[config.mk]
export PLATFORM = sky130hd
export DESIGN_NAME = load_sequencer
export DESIGN_NICKNAME = d
export VERILOG_FILES = /design/src/rtl/load_sequencer.sv
export SDC_FILE = /design/constraint.sdc
export NUM_CORES = 1
export LEC_CHECK = 0
export CORE_MARGIN = 2
export CORE_UTILIZATION = 47
export DETAILED_ROUTE_END_ITERATION = 10
export GPL_ROUTABILITY_DRIVEN = 0
export PLACE_DENSITY = 0.75
export SETUP_SLACK_MARGIN = 0.2
export SYNTH_ARGS = -nofsm -noshare
export SYNTH_HDL_FRONTEND = slang
export SYNTH_SLANG_ARGS = --single-unit
[constraint.sdc]
create_clock -name clk -period 1.7 [get_ports clk]
set_input_delay 0.255 -clock clk [delete_from_list [all_inputs] [get_ports clk]]
set_output_delay 0.255 -clock clk [all_outputs]
set_load 0.005 [all_outputs]
[src/rtl/load_sequencer.sv]
// Multi-channel load sequencer: arms channels on i_start rising edges and grants them round-robin
// to run an enable / gap / re-enable pulse sequence, gated by the CPU run signal.
module load_sequencer #(
  parameter int NCH   = 4,
  parameter int GAP_W = 4,
  parameter int CH_W  = (NCH > 1) ? $clog2(NCH) : 1
) (
  input  logic             clk,
  input  logic             rst,
  input  logic [NCH-1:0]   i_start,
  input  logic             i_cpu_reset,
  input  logic [GAP_W-1:0] i_gap,
  output logic [NCH-1:0]   o_enable,
  output logic [NCH-1:0]   o_re_enable,
  output logic             o_busy,
  output logic [CH_W-1:0]  o_grant_id,
  output logic [NCH-1:0]   o_done,
  output logic             o_abort
);

  typedef enum logic [1:0] {IDLE, ENA, GAP, REEN} state_t;

  state_t           state_q, state_d;
  logic [NCH-1:0]   pending_q, pending_d;
  logic [NCH-1:0]   start_q;
  logic             hist_valid_q;
  logic [GAP_W-1:0] gap_cnt_q, gap_cnt_d;
  logic [CH_W-1:0]  last_grant_q, last_grant_d;
  logic [NCH-1:0]   enable_q, enable_d;
  logic [NCH-1:0]   re_enable_q, re_enable_d;
  logic             busy_q, busy_d;
  logic [CH_W-1:0]  grant_q, grant_d;
  logic [NCH-1:0]   done_q, done_d;
  logic             abort_q, abort_d;

  logic [NCH-1:0]   start_rise;
  logic             pick_found;
  logic [CH_W-1:0]  pick_ch;
  logic [NCH-1:0]   pick_oh;
  logic [NCH-1:0]   grant_oh;

  // The first cycle after reset only samples i_start, so a level already high is not an edge.
  assign start_rise = i_start & ~start_q & {NCH{hist_valid_q}};
  assign pick_oh    = NCH'(1) << pick_ch;
  assign grant_oh   = NCH'(1) << grant_q;

  // Round-robin search starting one past the last granted channel.
  always_comb begin : arbiter
    logic [CH_W:0] idx;
    idx        = '0;
    pick_found = 1'b0;
    pick_ch    = '0;
    for (int i = 0; i < NCH; i++) begin
      idx = {1'b0, last_grant_q} + (CH_W+1)'(i + 1);
      if (idx >= (CH_W+1)'(NCH)) idx = idx - (CH_W+1)'(NCH);
      if (!pick_found && pending_q[idx[CH_W-1:0]]) begin
        pick_found = 1'b1;
        pick_ch    = idx[CH_W-1:0];
      end
    end
  end

  always_comb begin
    state_d      = state_q;
    pending_d    = pending_q;
    gap_cnt_d    = gap_cnt_q;
    last_grant_d = last_grant_q;
    enable_d     = '0;
    re_enable_d  = '0;
    done_d       = '0;
    abort_d      = 1'b0;
    busy_d       = busy_q;
    grant_d      = grant_q;

    case (state_q)
      IDLE: begin
        // Holding off while o_done/o_abort is high guarantees an idle cycle between sequences.
        if (i_cpu_reset && pick_found && (done_q == '0) && !abort_q) begin
          pending_d = pending_q & ~pick_oh;
          gap_cnt_d = i_gap;
          enable_d  = pick_oh;
          busy_d    = 1'b1;
          grant_d   = pick_ch;
          state_d   = ENA;
        end
      end
      ENA, GAP: begin
        if (!i_cpu_reset) begin
          busy_d       = 1'b0;
          abort_d      = 1'b1;
          last_grant_d = grant_q;
          state_d      = IDLE;
        end else if ((state_q == ENA && gap_cnt_q == '0) ||
                     (state_q == GAP && gap_cnt_q == GAP_W'(1))) begin
          re_enable_d = grant_oh;
          state_d     = REEN;
        end else if (state_q == ENA) begin
          state_d = GAP;
        end else begin
          gap_cnt_d = gap_cnt_q - GAP_W'(1);
        end
      end
      REEN: begin
        busy_d       = 1'b0;
        done_d       = grant_oh;
        last_grant_d = grant_q;
        state_d      = IDLE;
      end
      default: begin
        busy_d  = 1'b0;
        state_d = IDLE;
      end
    endcase

    // A new edge wins over a same-cycle grant clear; a low run gate wipes everything.
    pending_d = pending_d | start_rise;
    if (!i_cpu_reset) pending_d = '0;
  end

  always_ff @(posedge clk or negedge rst) begin
    if (!rst) begin
      state_q      <= IDLE;
      pending_q    <= '0;
      start_q      <= '0;
      hist_valid_q <= 1'b0;
      gap_cnt_q    <= '0;
      last_grant_q <= CH_W'(NCH - 1);
      enable_q     <= '0;
      re_enable_q  <= '0;
      busy_q       <= 1'b0;
      grant_q      <= '0;
      done_q       <= '0;
      abort_q      <= 1'b0;
    end else begin
      state_q      <= state_d;
      pending_q    <= pending_d;
      start_q      <= i_start;
      hist_valid_q <= 1'b1;
      gap_cnt_q    <= gap_cnt_d;
      last_grant_q <= last_grant_d;
      enable_q     <= enable_d;
      re_enable_q  <= re_enable_d;
      busy_q       <= busy_d;
      grant_q      <= grant_d;
      done_q       <= done_d;
      abort_q      <= abort_d;
    end
  end

  assign o_enable    = enable_q;
  assign o_re_enable = re_enable_q;
  assign o_busy      = busy_q;
  assign o_grant_id  = grant_q;
  assign o_done      = done_q;
  assign o_abort     = abort_q;

endmodule

======== Word-level counts from Yosys, hierarchy flattened ========
Cells that the tools add are included.
operators by class
  $add $sub $neg .......................... 9
  order comparisons ....................... 8
  equality and inequality tests ........... 10
  shifts and indexed selects .............. 2
  mux-type cells .......................... 46
  bitwise logic cells ..................... 6
  reductions and logical operators ........ 24
operator list
  kind                                                         number
  2-to-1 mux 4 bit                                             13
  2-to-1 mux 2 bit                                             13
  AND 4 bit                                                    3
  greater-or-equal comparator 3 bit (second input constant)    4
  less-than comparator 2 x 3 -> 1 bit (second input constant)  4
  2-to-1 mux 1 bit                                             12
  inequality test 2 bit (second input constant)                5
  binary-select mux 1 bit (select 2 bit)                       4
  logical AND 1 bit                                            8
  zero test 4 bit                                              2
  NOT 4 bit                                                    2
  one-hot mux 4 bit (2 select lines)                           1
  AND reduction 2 bit                                          4
  left shift 1 x 2 -> 4 bit (first input constant)             2
  subtractor 2 x 1 -> 2 bit (second input constant)            4
  adder 2 x 2 -> 3 bit (second input constant)                 2
  one-hot mux 2 bit (3 select lines)                           1
  AND reduction 5 bit                                          1
  == test 2 bit (second input constant)                        2
  == test 4 x 1 -> 1 bit (second input constant)               1
  zero test 1 bit                                              4
  inequality test 4 bit (second input constant)                1
  OR 4 bit                                                     1
  one-hot mux 2 bit (2 select lines)                           1
  other kinds (9)                                              10
word-level totals
  bits in registers ....................... 33
  word-level logic and storage cells ...... 117

======== Longest topological paths before layout ========
Gate-level depths: netlist of the first run.
  depth in word-level cells ............... 22
  depth in mapped cells ................... 7

======== Least setup slack after synthesis of the first run ========
Ideal clock, no wire load.
  path kind ............................... register -> register
  start ................................... reg state_q[0]
  end ..................................... reg gap_cnt_q[2]
  library setup time ...................... 126 ps
  arrival ................................. 1,730 ps
  setup slack ............................. -156 ps
  stages on the path, launching flop included .. 8
  path buffers ............................ 1
  path through ............................ dfrtp_1 -> inv_1 -> ha_1 -> buf_2 -> mux2_2 -> o311ai_2 -> nand2b_1 -> a221o_1
on the way
  longest elaborated chain between the ends .. 5
  elaborated cells between the ends (all ways) .. 14
RTL lines
  item                                                     line    text
  from (decl)                                              23      state_t state_q, state_d;
  from (signal assigned)                                   135     state_q <= state_d;
  == test 2 x 1 -> 1 bit or == test 2 bit (tied branches)  n/a
  logical AND 1 bit (on tied branches)                     93, 94
  logical OR 1 bit                                         93      end else if ((state_q == ENA && gap_cnt_q == '0) ||
  inequality test 2 bit (no line)                          n/a
  AND reduction 5 bit (no line)                            n/a
  to (signal assigned)                                     139     gap_cnt_q <= gap_cnt_d;
  to (decl)                                                27      logic [GAP_W-1:0] gap_cnt_q, gap_cnt_d;
Several ways; a longest one is shown, not always the timed one.
A chain may end at the register's enable or synchronous reset.

======== Worst setup path in the final report of the first run ========
Same ends and word-level chain as after synthesis.

==> results_dict.tcl, run 1 <==
set metrics [dict create \
    p_per_area_nw_per_um2 1570 \
    portBuffers 26 \
    synth_cells 142 \
    firstDrtPassIters 4 \
    yosysWarnings 0 \
    route.detailed.drc 0 \
    wl_per_cell_um 16.9 \
    synth_cell_type_count 43 \
    stdcell_area_um2 2380 \
    ys_ff_latch 33 \
    setup_total_negative_slack_ns -0.144 \
    cp_slowest_stage_delay_ns 0.41 \
    fp.dieArea_um2 3860 \
    die_y_um 62.1 \
    layout_setup_ws_ns -0.0343 \
    fin_skew_ns 0.0100 \
    worstPathCellList "inv_2 > ha_4 > mux2_4 > o311ai_4 > o31ai_1 > a221o_1" \
    end_kind "flop" \
    diodes 0 \
    status "finished with violations" \
    place_inst 230 \
    antenna_found_initial 0 \
    core_area_um2 3280 \
    cts-htree-levels 2 \
    slew_viol_final 0 \
    root_buffer "clkbuf_4" \
    final_cells 250 \
    cap_viol_max_count 0 \
    grt_max_degree 34 \
    num_vias 1352 \
    start_kind "flop" \
    arrival_ns 1.96 \
    rows 21 \
    r2r_end "gap_cnt_q[2]" \
    max_freq_mhz 577 \
    whs_ns 0.308 \
    r2r_slack_ns -0.03 \
    worstReg2RegStart "state_q[0]" \
    seqCellArea_um2 828 \
    grt_pass1_vias 1438 \
    grt_overflow 0 \
    avgSynthCellArea_um2 11.2 \
    clkLatencyLatePin_ns 0.34 \
    routed_via_density 5.41 \
    total_leakage_power_nw 1.11 \
    final_net_count 221 \
    ys_seq_area_share_pct 52.1 \
    worstPathRequired_ns 1.93 \
    reg2reg_depth 6 \
    path_buf_inv 1 \
    cts_sinks 33 \
    cts.clk_slew.worst_paths_ns 0.10 \
    netlist_area_um2 1590 \
    grt_usage_pct 23.3 \
    die_w_um 62.1 \
    rsz0062_at_grt "yes" \
    fillers 228 \
    timing.final.crit_period_ns 1.73 \
    synthToLayoutAreaGrowth_pct 49.5 \
    crit_fanout 5 \
    ant_nets 0 \
    initial_utilization_pct 48.4 \
    cts_tree "built" \
    peakVddDrop_mv 0.677 \
    hp-class "primary input to asynchronous set/reset pin" \
    slowest_stage "dfrtp_1" \
    drt-total-wl_um 4220 \
    dpl.hpwl_um 2740 \
    grt_pass1_wl_um 6930 \
    cts_buffers 5 \
    finalSetupViolations 5 \
    multi_input_area_um2 902 \
    syn_nets 160 \
    hold_viol 0 \
    max-clock-path-buffers 2 \
    fin_crit_sh_pct 102 \
    cp_top_family "compound AO/OA/AOI/OAI gates" \
    criticalPathCategory "flop to flop" \
    placed_cell_area_um2 2080 \
    drtIter0Drc 59 \
    failed_checks "negative setup slack" \
    boundaryPins 27 \
    cts_hold_buf 0 \
    drive_gt1_share_pct 37.3 \
]
[where the power goes]
group          switching [mW]  leakage, nW  internal, mW
combinational            1.08        0.663          1.15
sequential              0.125        0.421         0.947
clock                   0.262       0.0255         0.163
total                    1.46         1.11          2.26
[how the worst max path moves through the flow]
stage	slack, ns	cells after the start	from	endpoint
after CTS	-0.02	6	state_q[0]	gap_cnt_q[2]
final	-0.03	6	state_q[0]	gap_cnt_q[2]
after global routing	-0.12	6	state_q[0]	gap_cnt_q[3]
after floorplan	0.006	7	state_q[1]	gap_cnt_q[3]
after detailed placement	-0.14	5	i_cpu_reset	gap_cnt_q[1]
after global placement	-0.11	5	i_cpu_reset	gap_cnt_q[2]
[Yosys cell counts, drive strengths merged]
library cell	n	share of area (%)
a211oi	1	0.47
a22oi	2	0.94
o211a	1	0.63
and3	3	1.5
inv	10	2.4
and4	2	1.1
mux2	3	2.1
a221o	2	1.3
dfstp	2	3.3
nor4b	1	1.5
nand2	8	1.9
nand3	1	0.31
dfrtp	31	49
nand2b	9	3.5
ha	7	5.5
nor2	7	1.7
nor2b	1	0.39
o21ba	1	0.63
conb	1	0.24
nand3b	4	1.9
a2bb2oi	1	0.55
buf	2	0.79
a31o	1	0.55
mux2i	1	0.63
o21ai	5	1.6
o22ai	2	0.79
o311ai	1	1.0
o31ai	4	1.9
a2111oi	1	0.55
or4	2	1.2
and2	4	1.6
nor3	6	1.9
a211o	1	0.55
a21oi	4	1.3
or2	1	0.39
o21a	1	0.47
a31oi	5	2.9
a21o	2	0.94
nand4	1	0.39
[timing repair]
action / 4_1_cts / 5_1_grt
setup buffers: 7 / 5
setup endpoints to repair: 27 / 27
resized for setup: 24 / 16
pin swaps: 16 / 8
[metal layers]
metal,share of wire [%],global-route usage (%)
met1,37,24.6
met2,55,45.1
met3,3.6,5.25
met4,4.2,8.06
met5,0,0
[through the flow]
step | power (mW) | util (%) | setup slack, ns
final | 3.73 | 72.3 | -0.0343
after global routing | 3.96 | 72.3 | -0.116
after CTS | 3.40 | 68.8 | -0.0158
after detailed placement | 2.65 | 63.4 | -0.144
after global placement | 2.57 | 63.4 | -0.109
after floorplan | 2.06 | - | 0.00580
[registers in the layout (all words and copies together), names as in the netlist, 2 cells and up]
| signal | flops |
|---|---|
| gap_cnt_q | 4 |
| o_re_enable | 4 |
| last_grant_q | 2 |
| o_grant_id | 2 |
| o_enable | 4 |
| o_done | 4 |
| start_q | 4 |
| state_q | 2 |
| pending_q | 4 |
[layout make-up]
cell class | instances | area share, %
clock buffers | 7 | 1.90
multi-input cells | 97 | 38.0
repair buffers | 56 | 20.8
well taps | 46 | 2.42
inverters | 10 | 1.74
flip-flops and latches | 33 | 34.9
clock inverters | 1 | 0.316
[cells in the final DEF, fill, tap and decap left out, types with 4 or more instances in the layout]
cell,instances
a31oi_1,4
buf_4,28
clkbuf_4,5
clkdlybuf4s50_1,21
dfrtp_1,31
ha_1,5
inv_1,6
nand2_1,6
nand2b_1,8
nand3b_1,4
nor2_1,5
nor3_1,4
[cell families after synthesis]
| group | synth area share [%] |
|---|---|
| and+or+nand+nor | 19.2 |
| AOI/OAI and AO/OA | 17.0 |
| DFF | 52.1 |
| buffers and inverters | 3.15 |
| adders and majority gates | 5.51 |
| muxes | 2.76 |
| other | 0.236 |
No activity file was read; power rests on OpenSTA's default activity.
==> inputs of run 2 (changes only) <==
--- a/config.mk
+++ b/config.mk
@@ -7,6 +7,7 @@
 export LEC_CHECK = 0
 export CORE_MARGIN = 2
 export CORE_UTILIZATION = 47
+export CTS_CLUSTER_DIAMETER = 60
 export DETAILED_ROUTE_END_ITERATION = 10
 export GPL_ROUTABILITY_DRIVEN = 0
 export PLACE_DENSITY = 0.75
==> results of run 2 <==
The final DEF is identical to that of run 1; final timing and power are the same.
==> inputs of run 3 (changes only) <==
--- a/config.mk
+++ b/config.mk
@@ -10,7 +10,7 @@
 export CTS_CLUSTER_DIAMETER = 60
 export DETAILED_ROUTE_END_ITERATION = 10
 export GPL_ROUTABILITY_DRIVEN = 0
-export PLACE_DENSITY = 0.75
+export PLACE_DENSITY_LB_ADDON = 0.1
 export SETUP_SLACK_MARGIN = 0.2
 export SYNTH_ARGS = -nofsm -noshare
 export SYNTH_HDL_FRONTEND = slang
==> run 3 against run 2 <==
The run still ends with negative setup slack left. Power down 2.1%. Combinational power shrank 3%. Cell area up 1.2%. Sequential cell count unchanged. Die area unchanged. Hold slack better by 0.011 ns. Register-to-register slack barely moved. Non-clock buffer count rose by 1. Critical path type unchanged. Largest power group unchanged.
==> results_dict.tcl, run 3 (same netlist as run 1, synthesis figures left out) <==
set metrics [dict create \
    status "finished with violations" \
    failed_checks "negative setup slack" \
    antenna_found_initial 0 \
    max_freq_mhz 575 \
    drt-total-wl_um 3880 \
    timing.final.crit_period_ns 1.74 \
    final_net_count 222 \
    criticalPathCategory "flop to flop" \
    slowest_stage "dfrtp_1" \
    cts_buffers 5 \
    final_cells 251 \
    worstPathRequired_ns 1.93 \
    diodes 0 \
    dpl.hpwl_um 2670 \
    arrival_ns 1.97 \
    cp_top_family "compound AO/OA/AOI/OAI gates" \
    crit_path_start "state_q[0]" \
    layout_setup_ws_ns -0.0391 \
    synthToLayoutAreaGrowth_pct 51.3 \
    r2r_slack_ns -0.04 \
    stdcell_area_um2 2400 \
    routed_via_density 5.28 \
    start_kind "flop" \
    cp_slowest_stage_delay_ns 0.42 \
    portBuffers 26 \
    cts.clk_slew.worst_paths_ns 0.11 \
    max-clock-path-buffers 2 \
    crit_end "gap_cnt_q[2]" \
    hp-class "primary input to asynchronous set/reset pin" \
    worstPathCellList "inv_2 > ha_4 > nor2b_2 > o311ai_4 > o31ai_1 > a221o_1" \
    ant_nets 0 \
    p_per_area_nw_per_um2 1520 \
    rsz0062_at_grt "yes" \
    fin_crit_sh_pct 102 \
    cp.depth 6 \
    hold_viol 0 \
    cap_viol_max_count 0 \
    root_buffer "clkbuf_4" \
    boundaryPins 27 \
    drive_gt1_share_pct 41.0 \
    cts_hold_buf 0 \
    cts_sinks 33 \
    route.detailed.drc 0 \
    cts_tree "built" \
    fp.dieArea_um2 3860 \
    whs_ns 0.320 \
    clkLatencyLatePin_ns 0.34 \
    worstReg2RegStart "state_q[0]" \
    slew_viol_final 0 \
    place_inst 229 \
    initial_utilization_pct 48.4 \
    firstDrtPassIters 4 \
    peakVddDrop_mv 0.765 \
    rows 21 \
    fin_util_pct 73.2 \
    drtIter0Drc 34 \
    end_kind "flop" \
    core_area_um2 3280 \
    die_y_um 62.1 \
    place_ws_ns -0.214 \
    grt_usage_pct 21.5 \
    cts-htree-levels 2 \
    die_w_um 62.1 \
    final_common_cell "dfrtp_1" \
    num_vias 1325 \
    crit_fanout 5 \
    path_buf_inv 1 \
    grt_pass1_wl_um 6400 \
    reg2reg_depth 6 \
    fin_skew_ns 0.0113 \
    wl_per_cell_um 15.5 \
    final_cell_mix "dfrtp_1, buf_4, clkdlybuf4s50_1" \
    finalSetupViolations 4 \
    grt_pass1_vias 1393 \
    r2r_end "gap_cnt_q[2]" \
    grt_max_degree 34 \
    grt_overflow 0 \
    placed_cell_area_um2 2070 \
    total_leakage_power_nw 1.13 \
]
## run 3: changes by cell type in the layout (fill, tap and decap cells not counted), sizes merged
cell,change
clkbuf,-2
clkinvlp,-1
clkinv,+2
buf,+1
inv,+1
## run 3: layer usage
layer  vias up  part of all wire, %  global-route usage, %
li1        640                    -                      -
met5         -                    0                      0
met4         0                  2.1                   7.78
met2        34                   49                   35.9
met3        11                  4.8                   5.98
met1       640                   44                   26.9
## run 3: worst reg2reg max path, stage by stage, from the launching register on
cell and delay, ns:
dfrtp_1 0.42, inv_2 0.08, ha_4 0.18, nor2b_2 0.17
o311ai_4 0.38, o31ai_1 0.11, a221o_1 0.30
## run 3: final cells by class
type                            instances  area, um^2
Clock buffer                            5        37.5
Sequential cell                        33         831
Fill cell                             229         881
Clock inverter                          3        17.5
Timing Repair Buffer                   57         513
Tap cell                               46        57.6
Inverter                               10        45.0
Multi-Input combinational cell         97         902
## run 3: power by group
group / internal (mW) / switching [mW] / total (mW)
Combinational: 1.14 / 1.02 / 2.16
Sequential: 0.951 / 0.116 / 1.07
Clock: 0.156 / 0.273 / 0.429
## run 3: repair_timing
| action | CTS | global route |
|---|---|---|
| setup endpoints to repair | 28 | 25 |
| setup buffers | 11 | 3 |
| pin swaps | 16 | 8 |
| resized for setup | 33 | 18 |
| gates cloned | 0 | 0 |
## run 3: stage by stage
stage	setup TNS (ns)	power, mW
5_1_grt	-0.297	3.88
4_1_cts	-0.0206	3.47
3_5_place_dp	-2.28	2.61
6_report	-0.102	3.65
2_1_floorplan	0	2.06
3_3_place_gp	-1.36	2.56
## run 3: how the worst min path moves through the flow
stage | startpoint | end
floorplan | rst | gap_cnt_q[0]
global placement | start_q[0] | pending_q[0]
detailed placement | start_q[1] | pending_q[1]
CTS | rst | o_re_enable[3]
global route | rst | o_re_enable[3]
finish | rst | o_busy
